--- src/rtl/header_lock_ctrl.sv ---
// Frame-sync controller: hunts for N_HDR consecutive HEADER words, forwards the
// payload until din_valid falls, and reports frame length/count and error pulses.
module header_lock_ctrl #(
   parameter int unsigned       DATA_W  = 16,
   parameter logic [DATA_W-1:0] HEADER  = 16'hBCBC,
   parameter int unsigned       N_HDR   = 6,
   parameter int unsigned       MAX_LEN = 256,
   parameter int unsigned       LEN_W   = 9
) (
   input  logic              clk,
   input  logic              rst,
   input  logic              din_valid,
   input  logic [DATA_W-1:0] din,
   output logic              locked,
   output logic              frame_start,
   output logic              payload_valid,
   output logic [DATA_W-1:0] payload_data,
   output logic              frame_end,
   output logic [LEN_W-1:0]  frame_len,
   output logic [15:0]       frame_cnt,
   output logic              hdr_err,
   output logic              ovf_err
);

   typedef enum logic [1:0] {S_HUNT, S_PAYLOAD, S_DISCARD} state_t;

   state_t              r_state;
   logic [3:0]          r_hcnt;
   logic [LEN_W-1:0]    r_len;
   logic                r_vd;
   logic                r_locked;
   logic                r_frame_start;
   logic                r_payload_valid;
   logic [DATA_W-1:0]   r_payload_data;
   logic                r_frame_end;
   logic [LEN_W-1:0]    r_frame_len;
   logic [15:0]         r_frame_cnt;
   logic                r_hdr_err;
   logic                r_ovf_err;

   logic                w_fall;
   logic                w_is_hdr;

   assign w_fall   = r_vd & ~din_valid;
   assign w_is_hdr = (din == HEADER);

   always_ff @(posedge clk or posedge rst) begin
      if (rst) begin
         r_state         <= S_HUNT;
         r_hcnt          <= '0;
         r_len           <= '0;
         r_vd            <= 1'b0;
         r_locked        <= 1'b0;
         r_frame_start   <= 1'b0;
         r_payload_valid <= 1'b0;
         r_payload_data  <= '0;
         r_frame_end     <= 1'b0;
         r_frame_len     <= '0;
         r_frame_cnt     <= '0;
         r_hdr_err       <= 1'b0;
         r_ovf_err       <= 1'b0;
      end else begin
         r_vd            <= din_valid;
         r_frame_start   <= 1'b0;
         r_payload_valid <= 1'b0;
         r_frame_end     <= 1'b0;
         r_hdr_err       <= 1'b0;
         r_ovf_err       <= 1'b0;
         case (r_state)
            S_HUNT: begin
               if (din_valid && w_is_hdr) begin
                  if (r_hcnt == 4'(N_HDR - 1)) begin
                     r_state       <= S_PAYLOAD;
                     r_hcnt        <= '0;
                     r_len         <= '0;
                     r_locked      <= 1'b1;
                     r_frame_start <= 1'b1;
                  end else begin
                     r_hcnt <= r_hcnt + 4'd1;
                  end
               end else begin
                  // Only a valid non-header word breaks a run; idle just restarts it.
                  if (din_valid && (r_hcnt != '0))
                     r_hdr_err <= 1'b1;
                  r_hcnt <= '0;
               end
            end
            S_PAYLOAD: begin
               if (w_fall) begin
                  r_state     <= S_HUNT;
                  r_locked    <= 1'b0;
                  r_frame_end <= 1'b1;
                  r_frame_len <= r_len;
                  r_frame_cnt <= r_frame_cnt + 16'd1;
               end else if (din_valid) begin
                  if (r_len == LEN_W'(MAX_LEN)) begin
                     r_state   <= S_DISCARD;
                     r_locked  <= 1'b0;
                     r_ovf_err <= 1'b1;
                  end else begin
                     r_payload_valid <= 1'b1;
                     r_payload_data  <= din;
                     r_len           <= r_len + 1'b1;
                  end
               end
            end
            S_DISCARD: begin
               if (!din_valid) begin
                  r_state <= S_HUNT;
                  r_hcnt  <= '0;
               end
            end
            default: r_state <= S_HUNT;
         endcase
      end
   end

   assign locked        = r_locked;
   assign frame_start   = r_frame_start;
   assign payload_valid = r_payload_valid;
   assign payload_data  = r_payload_data;
   assign frame_end     = r_frame_end;
   assign frame_len     = r_frame_len;
   assign frame_cnt     = r_frame_cnt;
   assign hdr_err       = r_hdr_err;
   assign ovf_err       = r_ovf_err;

endmodule

--- config.mk ---
export PLATFORM = sky130hd
export DESIGN_NAME = header_lock_ctrl
export DESIGN_NICKNAME = d
export VERILOG_FILES = /design/src/rtl/header_lock_ctrl.sv
export SDC_FILE = /design/constraint.sdc
export NUM_CORES = 1
export LEC_CHECK = 0
export BUFFER_PORTS_ARGS = -buffer_cell sky130_fd_sc_hd__buf_2
export CAP_MARGIN = 20
export CORE_MARGIN = 4
export CORE_UTILIZATION = 50
export DETAILED_ROUTE_END_ITERATION = 8
export HOLD_SLACK_MARGIN = 0.06
export PLACE_DENSITY = 0.81
export REMOVE_ABC_BUFFERS = 1
export SLEW_MARGIN = 25
export SYNTH_ARGS = -nofsm -noshare
export SYNTH_HDL_FRONTEND = slang
export SYNTH_SLANG_ARGS = --single-unit
--- constraint.sdc ---
create_clock -name clk -period 2.6 [get_ports clk]
set_input_delay 0.26 -clock clk [delete_from_list [all_inputs] [get_ports clk]]
set_output_delay 0.26 -clock clk [all_outputs]
set_load 0.01 [all_outputs]
==> results summary <==
For this run, the top clock speed supported by timing is 452 MHz. The number of global-route vias before repair is 2005. No sink is reached through more buffers than the 2 on the longest clock path. The leakage power summed over all cells is 1.88 nW. The area growth from synthesis to layout came out at 23.9%. The destination of the worst hold path is r_vd$_DFF_PP0_. The count of inserted antenna diode cells came out at 0. The total of fill cells in the finished design is 435. The startpoint identified for the worst hold timing path is din_valid. Walking the worst path, the cells encountered are inv_1 > ha_1 > nor4bb_1 > a21bo_2 > inv_2 > a31oi_1 > o21ai_0. At the placement stage, the worst setup path has a slack of 455 ps. The clock sink count came out at 63. The count of mapped cells out of synthesis came out at 236.

The number of rows created at floorplan is 26. The highest fanout seen on the critical path is 15. The number of cells on the worst reg-to-reg path is 7. The largest stage delay on the critical path came out at 480 ps. The final weighted congestion in routability-driven placement came out at 0.830. The synthesized flop and latch total came out at 63. In this run the worst setup path begins at r_len[1]$_DFFE_PP0P_. TritonCTS built the clock tree. The number of nets still failing antenna checks after routing is 0. The number of buffers inserted by port buffering came out at 65. Across the run, the number of max-cap violations was 0. In the final layout, the share of cells above drive strength 1 is 37.0%. The synthesized design spends more area on one cell type than any other, namely sky130_fd_sc_hd__dfrtp_1. The half-perimeter wire length of the detailed placement result is 3950 µm. VDD sags by at most 320 µV. The clock-pin slew of the registers on the worst-case setup and hold paths is 70 ps. The tree is rooted in a sky130_fd_sc_hd__clkbuf_8.

STA classifies the critical path startpoint as a flop. The maximum number of pins on one net before global-route repair is 26. The worst path uses 85.0% of the clock period. The flow ran to the end, and the final reports show no timing, DRC or antenna violations. The final-report setup violation count came out at 0. Data on the critical path is required at its endpoint by 2790 ps. The worst setup path is captured at a flop. The total number of vias came out at 2040. The register area came out at 1580 µm². The total power per unit cell area came out at 587 nW/µm². For this design, the slowest cell found on the critical path is sky130_fd_sc_hd__nor4bb_1. Along the worst hold path, the cell count comes to 1.

The worst flop-to-flop path endpoint is r_len[2]$_DFFE_PP0P_. The height of the die is 82.8 µm. The net count of the finished layout is 336. The number of gates given a new drive strength after cts came out at 0.

The final-report hold violation count is 0. Clock skew on the completed layout was measured at 6.26 ps. The number of remaining DRC errors is 0. The final setup slack of the worst path came out at 390 ps. The initial core utilization is 53.0%. The H-tree depth reported by CTS came out at 3. The count of buffers added by post-CTS timing repair for setup came out at 0.

The total routing resource utilization after global routing came out at 17.5%. The total negative slack is 0 ps. The average instance in the mapped netlist occupies 11.8 µm².

On the final layout, the worst hold slack is 136 ps. The wire length of the first global-routing pass came out at 8870 µm. The detailed-router iteration count before antenna repair is 4.

The placed instance area came out at 3210 µm². The max-slew violation total from the final report is 0. The fraction of the yosys area taken by sequential cells came out at 56.4%. The setup path with the least slack is of type reg2reg. The cell area that synthesis handed to floorplanning was 2790 µm². The TritonCTS buffer count came out at 9. The area inside the core boundary is 5270 µm². The path class of the tightest hold or removal check is in2reg. The number of antenna violations at the first check in global routing came to 0. The area share of the largest cell type after synthesis is 56.4%. Setup repair after global routing left no endpoint under its margin. The data arrival time of the critical path is 2400 ps. The worst register-to-register path begins at r_len[1]$_DFFE_PP0P_. The starting DRC count in detailed routing is 76. The design area came out at 3460 µm². The number of vias per cell is 5.28. The overall die area is 6850 µm². The clock network latency to the later pin of the worst-skew pair is 340 ps. Summing all multi-input logic gate instances after layout gives 1130 µm². The worst relative slew slack is 59.8%.

The number of warning messages in the yosys log is 0. The count of distinct cell types in the synthesized netlist is 43. For the pin with the worst max-slew slack, the measured transition is 597 ps. In this run the horizontal extent of the chip is 82.8 µm. The final critical-path required period is 2210 ps. 66 I/O pins were placed. The routed length per placed instance is 14.1 µm.

Sorting the synthesized cells by area gives the leading types as sky130_fd_sc_hd__dfrtp_1 (56%), sky130_fd_sc_hd__mux2_2 (10%), sky130_fd_sc_hd__xnor2_1 (3.4%), sky130_fd_sc_hd__ha_1 (2.7%), sky130_fd_sc_hd__nand2_1 (2.6%). Global routing finished with a remaining overflow of 0. The routed wire length came out at 5430 µm.

The total power after layout is 2.03 mW. For flop-to-flop paths, the worst setup slack is 390 ps.
[routing by layer]
metal	share of wire (%)	vias to the layer above	global-route usage [%]	routed length, µm
met1	45	991	20.7	2460
li1	-	979	-	-
met3	6.5	7	6.29	353
met5	0	-	0	0
met4	1.5	0	8.82	81
met2	47	63	28.0	2530
[power breakdown]
group          internal (mW)  leakage (nW)  total (mW)  switching [mW]
logic                 0.0164         0.917      0.0446          0.0282
registers              0.981         0.836       0.981        0.000569
clock network          0.645         0.123        1.01           0.362
total                   1.64          1.88        2.03           0.391
[cell usage in the layout (no fill, tap or decap), types with 2 or more instances in the layout]
cell type	netlist	routed
sky130_fd_sc_hd__a21o_1	2	2
sky130_fd_sc_hd__and3_1	2	2
sky130_fd_sc_hd__and3b_1	2	2
sky130_fd_sc_hd__buf_2	1	65
sky130_fd_sc_hd__buf_4	1	4
sky130_fd_sc_hd__bufinv_16	0	2
sky130_fd_sc_hd__clkbuf_8	0	13
sky130_fd_sc_hd__dfrtp_1	63	63
sky130_fd_sc_hd__ha_1	6	6
sky130_fd_sc_hd__inv_1	15	14
sky130_fd_sc_hd__inv_2	1	2
sky130_fd_sc_hd__mux2_2	25	25
sky130_fd_sc_hd__mux2i_1	2	2
sky130_fd_sc_hd__nand2_1	19	19
sky130_fd_sc_hd__nand2b_1	3	3
sky130_fd_sc_hd__nand3_1	11	11
sky130_fd_sc_hd__nand4_1	7	7
sky130_fd_sc_hd__nand4bb_1	3	3
sky130_fd_sc_hd__nor2_1	8	8
sky130_fd_sc_hd__nor3_1	3	3
sky130_fd_sc_hd__nor4_1	3	3
sky130_fd_sc_hd__o211ai_1	4	4
sky130_fd_sc_hd__o21a_1	2	2
sky130_fd_sc_hd__o21ai_0	7	7
sky130_fd_sc_hd__o21ai_1	5	5
sky130_fd_sc_hd__o31a_1	3	3
sky130_fd_sc_hd__or2_2	3	3
sky130_fd_sc_hd__xnor2_1	11	11
sky130_fd_sc_hd__xor2_1	5	5
[per-stage QoR]
| step | cells | utilization, % |
|---|---|---|
| floorplan | 230 | - |
| global placement | 369 | 60.9 |
| detailed placement | 369 | 60.9 |
| CTS | 386 | 65.7 |
| global route | 386 | 65.7 |
| finish | 386 | 65.7 |
[logic make-up after synthesis]
| logic type | count (synthesis) | share of synthesized area [%] |
|---|---|---|
| buf+inv | 22 | 3.13 |
| xor+xnor | 16 | 5.02 |
| compound gates | 29 | 7.08 |
| simple gates | 73 | 14.9 |
| flops | 63 | 56.4 |
| fa+ha+maj | 6 | 2.69 |
| mux | 27 | 10.8 |
[Yosys cell counts]
cell type,n
sky130_fd_sc_hd__a21bo_2,1
sky130_fd_sc_hd__a21boi_0,1
sky130_fd_sc_hd__a21o_1,2
sky130_fd_sc_hd__a31oi_1,1
sky130_fd_sc_hd__and2_1,1
sky130_fd_sc_hd__and3_1,2
sky130_fd_sc_hd__and3b_1,2
sky130_fd_sc_hd__and4_1,1
sky130_fd_sc_hd__buf_2,1
sky130_fd_sc_hd__buf_4,1
sky130_fd_sc_hd__clkbuf_1,4
sky130_fd_sc_hd__dfrtp_1,63
sky130_fd_sc_hd__ha_1,6
sky130_fd_sc_hd__inv_1,15
sky130_fd_sc_hd__inv_2,1
sky130_fd_sc_hd__mux2_2,25
sky130_fd_sc_hd__mux2i_1,2
sky130_fd_sc_hd__nand2_1,19
sky130_fd_sc_hd__nand2b_1,3
sky130_fd_sc_hd__nand3_1,11
sky130_fd_sc_hd__nand3b_1,1
sky130_fd_sc_hd__nand4_1,7
sky130_fd_sc_hd__nand4b_1,1
sky130_fd_sc_hd__nand4bb_1,3
sky130_fd_sc_hd__nor2_1,8
sky130_fd_sc_hd__nor2b_1,1
sky130_fd_sc_hd__nor3_1,3
sky130_fd_sc_hd__nor4_1,3
sky130_fd_sc_hd__nor4bb_1,1
sky130_fd_sc_hd__o2111a_1,1
sky130_fd_sc_hd__o211ai_1,4
sky130_fd_sc_hd__o21a_1,2
sky130_fd_sc_hd__o21ai_0,7
sky130_fd_sc_hd__o21ai_1,5
sky130_fd_sc_hd__o22a_1,1
sky130_fd_sc_hd__o31a_1,3
sky130_fd_sc_hd__o31ai_1,1
sky130_fd_sc_hd__or2_2,3
sky130_fd_sc_hd__or4_1,1
sky130_fd_sc_hd__or4_4,1
sky130_fd_sc_hd__or4b_4,1
sky130_fd_sc_hd__xnor2_1,11
sky130_fd_sc_hd__xor2_1,5
[critical path, delay by kind of cell, from the launching register on]
family                   cells  cell delay (ps)
buffers and inverters        2              310
AND/OR/NAND/NOR              1              480
adder cells (fa/ha/maj)      1              150
flip-flops                   1              420
AO/OA/AOI/OAI                3              700
[worst max path at each step]
stage                                  endpoint  slack (ps)  cells past startpoint
finish                     r_len[2]$_DFFE_PP0P_         390                      7
global route               r_len[2]$_DFFE_PP0P_         210                      7
CTS                        r_len[2]$_DFFE_PP0P_         420                      7
detailed placement         r_len[2]$_DFFE_PP0P_         450                      7
global placement    payload_data[1]$_DFFE_PP0P_         610                      6
floorplan             frame_cnt[14]$_DFFE_PP0P_         670                      4
[sequential cells by signal, summed over array words and instances, names as in the netlist]
| register | flops |
|---|---|
| ovf_err | 1 |
| locked | 1 |
| r_len | 9 |
| hdr_err | 1 |
| frame_start | 1 |
| frame_len | 9 |
| r_hcnt | 4 |
| frame_end | 1 |
| r_vd | 1 |
| frame_cnt | 16 |
| r_state | 2 |
| payload_data | 16 |
| payload_valid | 1 |
[area by class of cell]
type,instances,area share (%)
clock buffers,14,5.28
clock inverters,2,1.73
inverters,16,1.73
multi-input cells,151,32.6
flip-flops and latches,63,45.5
well taps,70,2.53
repair buffers,70,10.6
[repair_timing]
action                                  CTS  global route
endpoints found under the setup margin    0             0
hold buffers                              1             0
hold endpoints to repair                 19             0
(Power assumes the default switching activity.)
